### src/rtl/pipe_ctrl_pkg.sv
// pipe_ctrl_pkg
//   Types and constants shared by the pipeline hazard controller.
//   - hazard_state_e : controller FSM states (RUN, FLUSH, MEM_WAIT)
//   - REG_ADDR_W     : width of an architectural register address
//   - REG_ZERO       : the hard-wired zero register, never a real producer
package pipe_ctrl_pkg;

    typedef enum logic [1:0] {
        ST_RUN      = 2'd0,
        ST_FLUSH    = 2'd1,
        ST_MEM_WAIT = 2'd2
    } hazard_state_e;

    localparam int REG_ADDR_W = 5;
    localparam logic [REG_ADDR_W-1:0] REG_ZERO = 5'd0;

endpackage

### src/rtl/sat_counter.sv
// sat_counter
//   Up-counter that sticks at all-ones instead of wrapping.
//   Ports:
//     clk    in  : clock, counts on posedge
//     reset  in  : asynchronous active-low clear
//     inc_en in  : count this cycle
//     count  out : current value (WIDTH bits)
module sat_counter #(
    parameter int WIDTH = 16
) (
    input  logic             clk,
    input  logic             reset,
    input  logic             inc_en,
    output logic [WIDTH-1:0] count
);

    always_ff @(posedge clk or negedge reset) begin
        if (!reset) begin
            count <= '0;
        end else if (inc_en && (count != '1)) begin
            count <= count + WIDTH'(1);
        end
    end

endmodule

### src/rtl/hazard_ctrl_unit.sv
// hazard_ctrl_unit
//   Sequences the IF/ID register, the PC and the ID/EX register: stalls on
//   load-use hazards and data-memory busy, squashes wrong-path fetches on
//   taken branches and jumps, and counts stall / flush cycles.
//   Ports:
//     clk, reset                 : clock, asynchronous active-low reset
//     Rs_ID, Rt_ID               : source registers of the ID instruction
//     Rd_EX, MemRead_EX          : destination / load flag of the EX instruction
//     branch_taken_EX, jump_ID   : control-flow redirect requests
//     mem_busy                   : data memory cannot complete this cycle
//     stall_flush, flush         : IF/ID hold / clear
//     pc_write_en, id_ex_bubble  : PC update enable, NOP into ID/EX
//     stall_cnt, flush_cnt       : saturating performance counters
module hazard_ctrl_unit
    import pipe_ctrl_pkg::*;
#(
    parameter int FLUSH_CYCLES = 1,
    parameter int CNT_W        = 16
) (
    input  logic                  clk,
    input  logic                  reset,
    input  logic [REG_ADDR_W-1:0] Rs_ID,
    input  logic [REG_ADDR_W-1:0] Rt_ID,
    input  logic [REG_ADDR_W-1:0] Rd_EX,
    input  logic                  MemRead_EX,
    input  logic                  branch_taken_EX,
    input  logic                  jump_ID,
    input  logic                  mem_busy,
    output logic                  stall_flush,
    output logic                  flush,
    output logic                  pc_write_en,
    output logic                  id_ex_bubble,
    output logic [CNT_W-1:0]      stall_cnt,
    output logic [CNT_W-1:0]      flush_cnt
);

    localparam int FLUSH_W = 3;

    hazard_state_e        state, state_nxt;
    logic [FLUSH_W-1:0]   flush_left, flush_left_nxt;
    logic                 pending_flush, pending_nxt;
    logic                 load_use;
    logic                 run_eval;
    logic                 stall_c, flush_c, bubble_c, pc_we_c;

    assign load_use = MemRead_EX && (Rd_EX != REG_ZERO) &&
                      ((Rd_EX == Rs_ID) || (Rd_EX == Rt_ID));

    always_comb begin
        state_nxt      = state;
        flush_left_nxt = flush_left;
        pending_nxt    = pending_flush;
        stall_c        = 1'b0;
        flush_c        = 1'b0;
        bubble_c       = 1'b0;
        pc_we_c        = 1'b1;
        run_eval       = 1'b0;

        unique case (state)
            ST_RUN: run_eval = 1'b1;

            ST_FLUSH: begin
                // A memory stall preempts the flush burst; only a single
                // replay flush survives it.
                if (mem_busy) begin
                    stall_c     = 1'b1;
                    pc_we_c     = 1'b0;
                    state_nxt   = ST_MEM_WAIT;
                    pending_nxt = 1'b1;
                end else begin
                    flush_c        = 1'b1;
                    bubble_c       = 1'b1;
                    flush_left_nxt = flush_left - FLUSH_W'(1);
                    if (flush_left == FLUSH_W'(1)) begin
                        state_nxt = ST_RUN;
                    end
                end
            end

            ST_MEM_WAIT: begin
                if (mem_busy) begin
                    stall_c     = 1'b1;
                    pc_we_c     = 1'b0;
                    pending_nxt = pending_flush | branch_taken_EX;
                end else if (pending_flush) begin
                    flush_c     = 1'b1;
                    bubble_c    = 1'b1;
                    pending_nxt = 1'b0;
                    state_nxt   = ST_RUN;
                end else begin
                    // Memory released with nothing owed: act as RUN this cycle.
                    state_nxt = ST_RUN;
                    run_eval  = 1'b1;
                end
            end

            default: state_nxt = ST_RUN;
        endcase

        if (run_eval) begin
            if (mem_busy) begin
                stall_c     = 1'b1;
                pc_we_c     = 1'b0;
                state_nxt   = ST_MEM_WAIT;
                pending_nxt = branch_taken_EX;
            end else if (branch_taken_EX) begin
                flush_c  = 1'b1;
                bubble_c = 1'b1;
                if (FLUSH_CYCLES > 1) begin
                    state_nxt      = ST_FLUSH;
                    flush_left_nxt = FLUSH_W'(FLUSH_CYCLES - 1);
                end
            end else if (jump_ID) begin
                flush_c = 1'b1;
            end else if (load_use) begin
                stall_c  = 1'b1;
                pc_we_c  = 1'b0;
                bubble_c = 1'b1;
            end
        end
    end

    always_ff @(posedge clk or negedge reset) begin
        if (!reset) begin
            state         <= ST_RUN;
            flush_left    <= '0;
            pending_flush <= 1'b0;
        end else begin
            state         <= state_nxt;
            flush_left    <= flush_left_nxt;
            pending_flush <= pending_nxt;
        end
    end

    // While reset is held the pipeline must stay quiet but the PC free-runs.
    assign stall_flush  = reset & stall_c;
    assign flush        = reset & flush_c;
    assign id_ex_bubble = reset & bubble_c;
    assign pc_write_en  = ~reset | pc_we_c;

    sat_counter #(.WIDTH(CNT_W)) u_stall_cnt (
        .clk    (clk),
        .reset  (reset),
        .inc_en (stall_flush),
        .count  (stall_cnt)
    );

    sat_counter #(.WIDTH(CNT_W)) u_flush_cnt (
        .clk    (clk),
        .reset  (reset),
        .inc_en (flush),
        .count  (flush_cnt)
    );

endmodule

### config.mk
export PLATFORM = sky130hd
export DESIGN_NAME = hazard_ctrl_unit
export DESIGN_NICKNAME = d
export VERILOG_FILES = /design/src/rtl/pipe_ctrl_pkg.sv /design/src/rtl/sat_counter.sv /design/src/rtl/hazard_ctrl_unit.sv
export SDC_FILE = /design/constraint.sdc
export NUM_CORES = 1
export LEC_CHECK = 0
export ABC_AREA = 1
export CORE_MARGIN = 2
export CORE_UTILIZATION = 50
export DETAILED_ROUTE_END_ITERATION = 12
export PLACE_DENSITY = 0.85
export SYNTH_ARGS = -nofsm -noshare
export SYNTH_HDL_FRONTEND = slang
export SYNTH_SLANG_ARGS = --single-unit
### constraint.sdc
create_clock -name clk -period 3.5 [get_ports clk]
set_clock_uncertainty 0.15 [all_clocks]
set_input_delay 0.35 -clock clk [delete_from_list [all_inputs] [get_ports clk]]
set_output_delay 0.35 -clock clk [all_outputs]
set_load 0.05 [all_outputs]
# == Yosys cells after proc, flatten, opt, wreduce, memory -nomap -nowiden ==
# Index checks and enable logic that the tools add are counted.
# op_classes
add_sub_neg,3
eq_ne,7
mux,40
bitwise,7
reduce_logical,9
# ops
operator,n
"16-bit by 1-bit adder with 16-bit output, second input constant",2
"16-bit != test, second input constant",2
1-bit two-way mux,31
5-bit == test,2
2-bit two-way mux,5
1-bit one-hot mux with 2 select lines,3
2-bit one-hot mux with 3 select lines,1
5-bit nonzero test,1
1-bit logical AND,4
1-bit bitwise AND,3
"3-bit by 1-bit == test with 1-bit output, second input constant",1
"3-bit by 1-bit subtractor with 3-bit output, second input constant",1
"2-bit by 1-bit == test with 1-bit output, second input constant",1
"2-bit == test, second input constant",1
2-bit logical NOT,1
1-bit inverter,2
1-bit bitwise OR,2
2-bit AND reduction,1
2-bit OR reduction,1
1-bit logical OR,1
# totals
regBits,38
in_bits,21
out_inout_bits,36
elab_cells,71

# == Logic depth before layout (Yosys ltp) ==
# Gate-level depths: netlist (run 1).
# depth
ltp_word,10
depth_mapped,12
mapped_depth_nobuf,11

# == Modules after synthesis ==
# A second synthesis (run 1) with hierarchy kept.
# unflattened
cells_unflattened,419
hier_area_um2,2819.0
# modules_own_cells
module,n_inst,cells_per_inst,area_each_um2,seq_area_each_um2
sat_counter,2,149,1058.5,400.4
hazard_ctrl_unit,1,121,701.9,150.1

# == Worst setup path after synthesis (run 1) ==
# OpenSTA, ideal clock, no wires.
# synth_timing
path_kind,flip-flop to output port
start,register state[0]
end,output stall_flush
t_arrival_ns,2.151
required_time_ns,3.000
path_slack_ns,0.849
stages_incl_launch_ff,12
n_path_buf,1
cell_sequence,dfrtp_1 -> inv_1 -> ha_1 -> nand3_1 -> nand2_1 -> inv_1 -> nor2_1 -> nand3_1 -> nand2_2 -> buf_2 -> nand2_1 -> inv_1
# synth_via
elab_chain_cells,9
elab_cells_between_ends,12
cone_classes,eq/ne: 2; mux: 7; bitwise: 1; reduce/logical: 2
# synth_lines
item,line_no,rtl
start: declaration,hazard_ctrl_unit.sv:39,"hazard_state_e state, state_nxt;"
start signal: assignment,hazard_ctrl_unit.sv:129,state <= state_nxt;
2-bit == test / 2-bit by 1-bit == test with 1-bit output (equally long branches),hazard_ctrl_unit.sv:59,unique case (state)
2-bit OR reduction (no source line),--,
1-bit two-way mux,--,
1-bit two-way mux,hazard_ctrl_unit.sv:115,end else if (load_use) begin
1-bit two-way mux,hazard_ctrl_unit.sv:113,end else if (jump_ID) begin
1-bit two-way mux,hazard_ctrl_unit.sv:106,end else if (branch_taken_EX) begin
1-bit two-way mux,hazard_ctrl_unit.sv:101,if (mem_busy) begin
1-bit two-way mux (*),hazard_ctrl_unit.sv:100,if (run_eval) begin
1-bit bitwise AND (*),hazard_ctrl_unit.sv:136,assign stall_flush = reset & stall_c;
end: declaration,hazard_ctrl_unit.sv:29,"output logic stall_flush,"
# Mark *: on every way between the ends. The rest lies on a longest branch, timed or not.

# == Final worst setup path (run 1) ==
# layout_timing
start,input Rd_EX[4]
end,output id_ex_bubble
# layout_via
elab_chain_cells,9
elab_cells_between_ends,12
cone_classes,eq/ne: 2; mux: 5; bitwise: 1; reduce/logical: 4
# layout_lines
item,line_no,rtl
start: declaration,hazard_ctrl_unit.sv:24,"input logic [REG_ADDR_W-1:0] Rd_EX,"
5-bit == test / 5-bit nonzero test (equally long branches),"hazard_ctrl_unit.sv:47, hazard_ctrl_unit.sv:46",
1-bit logical OR / 1-bit logical AND (equally long branches),"hazard_ctrl_unit.sv:47, hazard_ctrl_unit.sv:46",
1-bit logical AND (*),hazard_ctrl_unit.sv:46,assign load_use = MemRead_EX && (Rd_EX != REG_ZERO) &&
1-bit two-way mux (*),hazard_ctrl_unit.sv:115,
1-bit two-way mux (*),hazard_ctrl_unit.sv:113,
1-bit two-way mux (*),hazard_ctrl_unit.sv:106,
1-bit two-way mux (*),hazard_ctrl_unit.sv:101,
1-bit two-way mux (*),hazard_ctrl_unit.sv:100,
1-bit bitwise AND (*),hazard_ctrl_unit.sv:138,assign id_ex_bubble = reset & bubble_c;
end: declaration,hazard_ctrl_unit.sv:32,"output logic id_ex_bubble,"
# Marks and branches as above.

==> results of run 1 <==
cell families after synthesis:
group | synth area share
flip-flops | 0.365
buffers and inverters | 0.0945
adder cells (fa/ha/maj) | 0.0384
AND/OR/NAND/NOR | 0.353
XOR/XNOR | 0.104
AO/OA/AOI/OAI | 0.0456
cells in the final DEF (no fill, tap or decap), types with 2 or more instances in the layout:
cell | synthesis | final
nand2_1 | 104 | 104
clkdlybuf4s50_1 | 0 | 53
inv_1 | 50 | 50
dfrtp_1 | 38 | 38
nor2_1 | 32 | 32
nand4_1 | 24 | 24
nand3_1 | 21 | 21
xor2_1 | 20 | 20
o21ai_0 | 17 | 17
xnor2_1 | 11 | 11
nor3_1 | 10 | 10
ha_1 | 8 | 8
clkbuf_8 | 0 | 6
inv_2 | 5 | 5
buf_4 | 0 | 3
a21oi_1 | 2 | 2
nand2_2 | 2 | 2
o211ai_1 | 2 | 2
nor2_4 | 2 | 2
nand3_4 | 2 | 2
worst max-delay path by stage:
stage	startpoint	to	cells past startpoint
floorplan	state[0]	stall_flush	11
global placement	Rd_EX[2]	id_ex_bubble	12
detailed placement	Rd_EX[4]	id_ex_bubble	12
CTS	Rd_EX[4]	id_ex_bubble	12
global route	Rd_EX[1]	id_ex_bubble	12
finish	Rd_EX[4]	id_ex_bubble	12
cell type report:
type	count	area, µm²	share of cell area
flip-flops and latches	38	951	0.288
inverters	55	206	0.0625
clock inverters	1	5.00	0.00151
multi-input cells	262	1410	0.427
clock buffers	7	86.3	0.0261
repair buffers	57	558	0.169
well taps	70	87.6	0.0265
routing by layer:
layer  global-route usage  vias to the layer above  share of wire
met5                    0                        -              0
met4               0.0673                        0          0.018
met3               0.0521                       14          0.051
met2                0.366                       66           0.49
met1                0.260                     1164           0.44
li1                     -                     1265              -
state kept, by name (all words and copies together), names as in the netlist:
signal	count
u_flush_cnt.count	16
pending_flush	1
flush_left	3
u_stall_cnt.count	16
state	2
per-stage QoR:
step | power, W | utilization | area, µm²
after detailed placement | 0.00156 | 0.633 | 3210
after floorplan | 0.00127 | - | 2610
after CTS | 0.00188 | 0.651 | 3300
after global routing | 0.00200 | 0.651 | 3300
final | 0.00186 | 0.651 | 3300
after global placement | 0.00154 | 0.633 | 3210
power groups by stage:
stage,clock network (W),registers [W],logic [W]
floorplan,0,0.000910,0.000359
global placement,0,0.000657,0.000884
detailed placement,0,0.000661,0.000899
CTS,0.000319,0.000655,0.000903
global route,0.000346,0.000675,0.000976
finish,0.000309,0.000656,0.000899
worst max-delay path, delay by kind of cell:
kind / cells / cell delay (ns)
buf+inv: 3 / 1.40
simple gates: 8 / 0.57
compound gates: 1 / 0.12
==> metrics.md, run 1 <==
| Metric | Value |
|---|---|
| Number of vias per cell | `5.12` |
| Vias in the first global route | `2390` |
| Sw Share | `0.474` |
| H-tree depth | `2` |
| Setup WS post-layout | `0.558 ns` |
| Post-Syn Nets | `391` |
| Cts bufs inserted | `5` |
| EDFF count, synth | `0` |
| Register area share after synthesis | `0.365` |
| Largest net degree at the start of global routing | `57` |
| Final HPWL DP | `4300 µm` |
| Post-CTS Hold Buffers | `0` |
| Status | `finished clean` |
| Top cells by area, synth | `dfrtp_1 (36%), nand2_1 (15%), inv_1 (7.2%)` |
| Worst setup SP type | `primary input` |
| WHS | `0.0282 ns` |
| Max incr delay on CP | `0.81 ns` |
| Psw | `0.000883 W` |
| FP Rows | `26` |
| Max-slew headroom | `0.585` |
| Global route total overflow | `0` |
| Setup Buffers After CTS | `0` |
| RD Place Congestion | `0.868` |
| Most frequent CP cell | `nand2_1` |
| Antenna diodes | `0` |
| Crit path max fanout | `4` |
| Die Span Y | `76.2 µm` |
| Crit Path Category | `in -> out` |
| Layout area overhead | `26.7%` |
| Area share of the largest cell type after synthesis | `0.365` |
| Reg2reg end | `u_flush_cnt.count[2]` |
| Core area | `5070 µm²` |
| Leak | `1.55 nW` |
| NumNets Final | `448` |
| Max cap viols | `0` |
| Fin crit share | `0.841` |
| Clk Latency, worst-skew pair | `0.29 ns` |
| Register-to-Register Path Depth | `10` |
| CTS sink count | `38` |
| Share of layout cells above drive strength 1 | `0.0619` |
| CTS Buffer Depth | `2` |
| Ys async rst share | `1.00` |
| Final worst path period need | `2.94 ns` |
| Mean area per synthesized cell | `7.20 µm²` |
| Avg WL per Cell | `11.8 µm` |
| Critical Path RT | `3.00 ns` |
| Worst-Margin Slew | `0.623 ns` |
| RSZ-0062 raised after global routing | `false` |
| Clock slew at reported path FFs | `0.07 ns` |
| Reg-to-reg startpoint | `state[0]` |
| Pint | `0.000982 W` |
| Placed cell count | `482` |
| Mapped Cells | `362` |
| Fmax achieved | `340 MHz` |
| PortBufs | `56` |
| Comb power frac | `0.482` |
| Sequential cell fraction of total power | `0.352` |
| YS warnings | `0` |
| DP Worst Slack | `0.559 ns` |
| Drt first pass iters | `4` |
| Syn Std Cell Area | `2610 µm²` |
| Root Buffer | `clkbuf_8` |
| Setup TNS | `0 ns` |
| Slowest-stage cell, CP | `clkdlybuf4s50_1` |
| CP Data Arrival Time | `2.44 ns` |
| Pwr/cell area | `564 nW/µm²` |
| Final Non-Filler Cells | `490` |
| Worst VDD drop | `0.000556 V` |
| Drt drc | `0` |
| Final Max Tran Viols | `0` |
| Worst Hold Class | `in -> async` |
| Leading area contributor after synthesis | `dfrtp_1` |
| Final setup fails | `0` |
| Reg2reg setup slack | `1.16 ns` |
| Top-count cell post-synth | `nand2_1` |
| Commonest cells in the synthesized netlist | `nand2_1 (104), inv_1 (50), dfrtp_1 (38)` |
| Critical Path, Cell by Cell | `clkdlybuf4s50_1 > inv_2 > nand2_1 > nand2_1 > nor2_1 > nand3_1 > nand2_1 > nand3_1 > nand2_1 > nand2_1 > a21oi_1 > clkdlybuf4s50_1` |
| Chip width | `76.2 µm` |
| Post-cts resize count | `0` |
| Synth cell types | `26` |
| TritonCTS clock tree | `yes` |
| Crit end category | `primary output` |
| Initial antenna violation count | `0` |
| Power share of the clock group | `0.166` |
| Final hold violation count | `0` |
| Tot GR Track Use | `0.212` |
| ANT nets after route | `0` |
| First-pass GRT wire length | `10300 µm` |
| Initial cell density of the core | `0.514` |
| #FFs+latches synth | `38` |
| Routed wire length | `5760 µm` |
| Fill count | `445` |
| 1st-iter DRT viols | `134` |
| Prevailing post-synth register cell | `dfrtp_1` |
| Die Area | `5810 µm²` |
| I/O Pins | `57` |
| Via count | `2509` |
Note: power is estimated with default switching activity, not from simulation.
==> inputs of run 2 (changes only) <==
--- a/config.mk
+++ b/config.mk
@@ -7,9 +7,9 @@
 export LEC_CHECK = 0
 export ABC_AREA = 1
 export CORE_MARGIN = 2
-export CORE_UTILIZATION = 50
+export CORE_UTILIZATION = 46
 export DETAILED_ROUTE_END_ITERATION = 12
-export PLACE_DENSITY = 0.85
+export PLACE_DENSITY = 0.83
 export SYNTH_ARGS = -nofsm -noshare
 export SYNTH_HDL_FRONTEND = slang
 export SYNTH_SLANG_ARGS = --single-unit
==> constraint.sdc (replaced) <==
create_clock -name clk -period 2.7 [get_ports clk]
set_clock_uncertainty 0.15 [all_clocks]
set_input_delay 0.27 -clock clk [delete_from_list [all_inputs] [get_ports clk]]
set_output_delay 0.27 -clock clk [all_outputs]
set_load 0.05 [all_outputs]
==> run 2 against run 1 <==
  * Sequential cell count stayed put
  * Combinational power is 35% higher
  * Critical path depth fell by 1
  * Via count fell by 0.80%
  * Critical endpoint is now stall_flush
  * Sequential share of layout area shrank 0.58 points
  * Worst hold slack better by 0.21 ns
  * Die area up 8.2%
==> metrics.md, run 2 (synthesis results as in run 1) <==
| Metric | Value |
|---|---|
| Vias in the first global route | `2447` |
| TritonCTS clock tree | `yes` |
| Final hold violation count | `0` |
| Setup TNS | `0 ns` |
| Worst setup SP type | `flop` |
| Largest net degree at the start of global routing | `35` |
| Placed instance area | `3270 µm²` |
| H-tree depth | `2` |
| PortBufs | `56` |
| Clock slew at reported path FFs | `0.07 ns` |
| Crit path max fanout | `9` |
| Crit end category | `primary output` |
| Clk Latency, worst-skew pair | `0.29 ns` |
| Setup WS post-layout | `0.245 ns` |
| Final Max Tran Viols | `0` |
| Core area | `5510 µm²` |
| Share of layout cells above drive strength 1 | `0.0731` |
| ANT nets after route | `0` |
| Total Power | `0.00247 W` |
| First-pass GRT wire length | `10200 µm` |
| Root Buffer | `clkbuf_8` |
| Number of vias per cell | `5.02` |
| Die Span Y | `79.3 µm` |
| Drt first pass iters | `4` |
| Max cap viols | `0` |
| Global route total overflow | `0` |
| FP Rows | `27` |
| Final setup fails | `0` |
| Worst VDD drop | `0.000780 V` |
| Tot GR Track Use | `0.202` |
| Most common cell after layout, fill and taps aside | `nand2_1` |
| Final worst path period need | `2.46 ns` |
| I/O Pins | `57` |
| Max-slew headroom | `0.634` |
| CP Data Arrival Time | `2.04 ns` |
| Critical Path RT | `2.28 ns` |
| Worst Hold Class | `in -> async` |
| DP Worst Slack | `0.356 ns` |
| Die Area | `6290 µm²` |
| Drt drc | `0` |
| Final HPWL DP | `4580 µm` |
| Cts bufs inserted | `5` |
| Status | `finished clean` |
| CTS sink count | `38` |
| WHS | `0.237 ns` |
| Largest regs | `u_flush_cnt.count x16, u_stall_cnt.count x16, flush_left x3` |
| Fin crit share | `0.909` |
| Crit Path Category | `reg -> out` |
| NumNets Final | `452` |
| Leak | `1.58 nW` |
| Initial cell density of the core | `0.474` |
| Antenna diodes | `0` |
| CTS Buffer Depth | `2` |
| Layout area overhead | `29.3%` |
| Avg WL per Cell | `12.0 µm` |
| Chip width | `79.3 µm` |
| Worst-Margin Slew | `0.545 ns` |
| Pwr/cell area | `732 nW/µm²` |
| 1st-iter DRT viols | `84` |
| RSZ-0062 raised after global routing | `false` |
| RD Place Congestion | `0.946` |
| Via count | `2489` |
| Fmax achieved | `407 MHz` |
| Post-cts resize count | `0` |
| Routed wire length | `5960 µm` |
| Commonest cells after routing, fill and taps aside | `nand2_1 (104), clkdlybuf4s50_1 (51), inv_1 (50), dfrtp_1 (38), nor2_1 (32)` |
| Initial antenna violation count | `0` |
| Final Cell Area | `3370 µm²` |
==> run 2: cell count changes in the layout (fill, tap and decap cells not counted), sizes merged <==
cell | previous run | this run
clkdlybuf4s50 | 53 | 51
dlygate4sd3 | 0 | 1
buf | 4 | 9
==> run 2: final cells by class <==
class,instances,area [µm²]
multi-input cells,262,1410
clock buffers,7,86.3
fillers,488,2130
flip-flops and latches,38,951
inverters,55,206
well taps,72,90.1
repair buffers,61,623
clock inverters,1,5.00
==> run 2: final timing paths <==
| path | slack (ns) | start | to | depth (start not counted) |
|---|---|---|---|---|
| setup reg to reg | 0.59 | state[0] | u_flush_cnt.count[2] | 10 |
| hold / removal | 0.24 | reset | u_stall_cnt.count[13] | 2 |
| setup / recovery | 0.24 | state[0] | stall_flush | 11 |
| max in group asynchronous | 1.53 | reset | u_flush_cnt.count[4] | 3 |
| min in group clk | 0.34 | flush_left[2] | flush_left[2] | 1 |
| hold reg to reg | 0.34 | flush_left[2] | flush_left[2] | 1 |
==> run 2: repair_timing <==
action	CTS	global route
setup buffers	0	0
hold endpoints to repair	18	0
hold buffers	1	0
==> run 2: critical path, cell delays in order, from the launching register on <==
cell and delay [ns]:
dfrtp_1 0.41, inv_1 0.10, ha_1 0.22, nand3_1 0.09, nand2_1 0.09, inv_1 0.07
nor2_1 0.08, nand3_1 0.09, nand2_2 0.18, nand2_1 0.14, inv_1 0.12, buf_12 0.14
==> run 2: metrics by stage <==
| stage | util | instances |
|---|---|---|
| 2_1_floorplan | - | 362 |
| 3_3_place_gp | 0.594 | 487 |
| 3_5_place_dp | 0.594 | 487 |
| 4_1_cts | 0.612 | 496 |
| 5_1_grt | 0.612 | 496 |
| 6_report | 0.612 | 496 |
==> run 2: routing by layer <==
layer	up-vias	track usage	part of all wire
met1	1136	0.230	0.43
met3	15	0.0398	0.040
met2	67	0.375	0.51
li1	1271	-	-
met5	-	0	0
met4	0	0.0707	0.022
==> run 2: power breakdown <==
group	total [W]	switching, W	internal [W]
clock network	0.000411	0.000205	0.000206
registers	0.000848	0.000160	0.000688
logic	0.00121	0.000800	0.000408
==> inputs of run 3 (changes only) <==
--- a/config.mk
+++ b/config.mk
@@ -6,10 +6,13 @@
 export NUM_CORES = 1
 export LEC_CHECK = 0
 export ABC_AREA = 1
+export CELL_PAD_IN_SITES_DETAIL_PLACEMENT = 1
+export CELL_PAD_IN_SITES_GLOBAL_PLACEMENT = 2
 export CORE_MARGIN = 2
-export CORE_UTILIZATION = 46
+export CORE_UTILIZATION = 25
 export DETAILED_ROUTE_END_ITERATION = 12
-export PLACE_DENSITY = 0.83
+export PLACE_DENSITY = 0.81
 export SYNTH_ARGS = -nofsm -noshare
 export SYNTH_HDL_FRONTEND = slang
 export SYNTH_SLANG_ARGS = --single-unit
+export TNS_END_PERCENT = 5
==> run 3 against run 2 <==
  * Worst hold slack got worse by 0.0061 ns
  * Largest power group unchanged
  * Maximum frequency rose by 0.22%
  * Critical endpoint unchanged
  * Total power rose by 1.4%
  * Largest cell class unchanged
==> metrics.md, run 3 (synthesis results as in run 1) <==
| Metric | Value |
|---|---|
| Status | `finished clean` |
| PortBufs | `56` |
| Layout area overhead | `33.1%` |
| Critical Path, Cell by Cell | `inv_1 > ha_1 > nand3_1 > nand2_1 > inv_1 > nor2_1 > nand3_1 > nand2_2 > nand2_1 > inv_1 > buf_12` |
| Chip width | `106 µm` |
| Vias in the first global route | `2649` |
| Fmax achieved | `408 MHz` |
| Post-cts resize count | `0` |
| Power share of the clock group | `0.168` |
| Drt first pass iters | `4` |
| Initial cell density of the core | `0.255` |
| Most common cell after layout, fill and taps aside | `nand2_1` |
| TritonCTS clock tree | `yes` |
| ANT nets after route | `0` |
| Tot GR Track Use | `0.134` |
| Leak | `1.59 nW` |
| Setup crit start | `state[0]` |
| Die Span Y | `106 µm` |
| Avg WL per Cell | `12.7 µm` |
| Core area | `10200 µm²` |
| Cts bufs inserted | `5` |
| RD Place Congestion | `0.796` |
| Antenna diodes | `0` |
| Final hold violation count | `0` |
| Critical Path RT | `2.28 ns` |
| Crit path max fanout | `4` |
| Final HPWL DP | `5640 µm` |
| Max cap viols | `0` |
| Placed instance area | `3370 µm²` |
| Commonest cells after routing, fill and taps aside | `nand2_1 (104), clkdlybuf4s50_1 (51), inv_1 (50), dfrtp_1 (38), nor2_1 (32)` |
| FP Rows | `37` |
| Share of layout cells above drive strength 1 | `0.0709` |
| Worst Hold Class | `in -> async` |
| Worst setup SP type | `flop` |
| Clock slew at reported path FFs | `0.08 ns` |
| 1st-iter DRT viols | `38` |
| Routed wire length | `7100 µm` |
| H-tree depth | `2` |
| Slowest-stage cell, CP | `dfrtp_1` |
| Psw | `0.00119 W` |
| CTS sink count | `38` |
| Global route total overflow | `0` |
| Initial antenna violation count | `0` |
| First-pass GRT wire length | `12400 µm` |
| Total Power | `0.00250 W` |
| Crit Path Category | `reg -> out` |
| Largest net degree at the start of global routing | `48` |
| Final worst path period need | `2.45 ns` |
| Reg-to-reg startpoint | `state[0]` |
| Final Cell Area | `3470 µm²` |
| Final setup fails | `0` |
| CTS Buffer Depth | `2` |
| Sequential cell fraction of total power | `0.339` |
| RSZ-0062 raised after global routing | `false` |
| Die Area | `11300 µm²` |
| Drt drc | `0` |
| Root Buffer | `clkbuf_8` |
| Comb power frac | `0.493` |
| Crit end category | `primary output` |
| Max incr delay on CP | `0.42 ns` |
| Pwr/cell area | `721 nW/µm²` |
| Largest regs | `u_flush_cnt.count x16, u_stall_cnt.count x16, flush_left x3` |
| Worst-Margin Slew | `0.506 ns` |
| Setup TNS | `0 ns` |
| Via count | `2528` |
| Final Max Tran Viols | `0` |
| Sw Share | `0.476` |
| Max-slew headroom | `0.662` |
| Most frequent CP cell | `inv_1` |
| I/O Pins | `57` |
| Fin crit share | `0.907` |
| Clk Latency, worst-skew pair | `0.30 ns` |
| Number of vias per cell | `4.52` |
| Fill count | `1240` |
| CP Data Arrival Time | `2.03 ns` |
| NumNets Final | `451` |
| Worst VDD drop | `0.000363 V` |
| Pint | `0.00131 W` |
==> run 3: worst paths after layout <==
path                                         end  cells past startpoint  slack, ns
setup / recovery                     stall_flush                     11       0.25
hold / removal                     pending_flush                      2       0.23
setup reg to reg            u_flush_cnt.count[2]                      8       0.55
hold reg to reg                    flush_left[2]                      1       0.32
max in group asynchronous  u_stall_cnt.count[11]                      3       1.63
min in group clk                   flush_left[2]                      1       0.32
==> run 3: area by class of cell <==
class | instances | area, µm² | area share
multi-input cells | 262 | 1410 | 0.406
flip-flops and latches | 38 | 951 | 0.274
repair buffers | 60 | 641 | 0.185
inverters | 55 | 206 | 0.0595
well taps | 136 | 170 | 0.0490
clock buffers | 7 | 86.3 | 0.0249
clock inverters | 1 | 5.00 | 0.00144
==> run 3: layer usage <==
layer,track usage,wire length [µm]
met3,0.0258,193
met1,0.166,3240
met5,0,0
met2,0.240,3600
met4,0.0310,67
==> run 3: critical path: cells and delay by family, from the launching register on <==
kind	cells	cell delay (ns)
AND/OR/NAND/NOR	6	0.65
buffers and inverters	4	0.45
flip-flops	1	0.42
adder cells (fa/ha/maj)	1	0.21
==> run 3: through the flow <==
stage | util | hold slack (ns) | worst slack (ns) | instances
floorplan | - | -0.176 | 0.129 | 362
global placement | 0.329 | 0.0250 | 0.357 | 550
detailed placement | 0.329 | 0.0362 | 0.310 | 550
CTS | 0.339 | 0.250 | 0.197 | 559
global route | 0.339 | 0.248 | 0.0541 | 559
finish | 0.339 | 0.231 | 0.250 | 559
==> run 3: power groups by stage <==
stage	combinational [W]	sequential, W	clock (W)
after floorplan	0.000465	0.00118	0
after global placement	0.00123	0.000856	0
after detailed placement	0.00125	0.000863	0
after CTS	0.00125	0.000853	0.000443
after global routing	0.00134	0.000876	0.000464
final	0.00123	0.000848	0.000421
==> run 3: what timing repair did <==
item / in CTS / in global routing
hold endpoints to repair: 9 / 0
hold buffers: 1 / 0
buffers inserted: 0 / 0
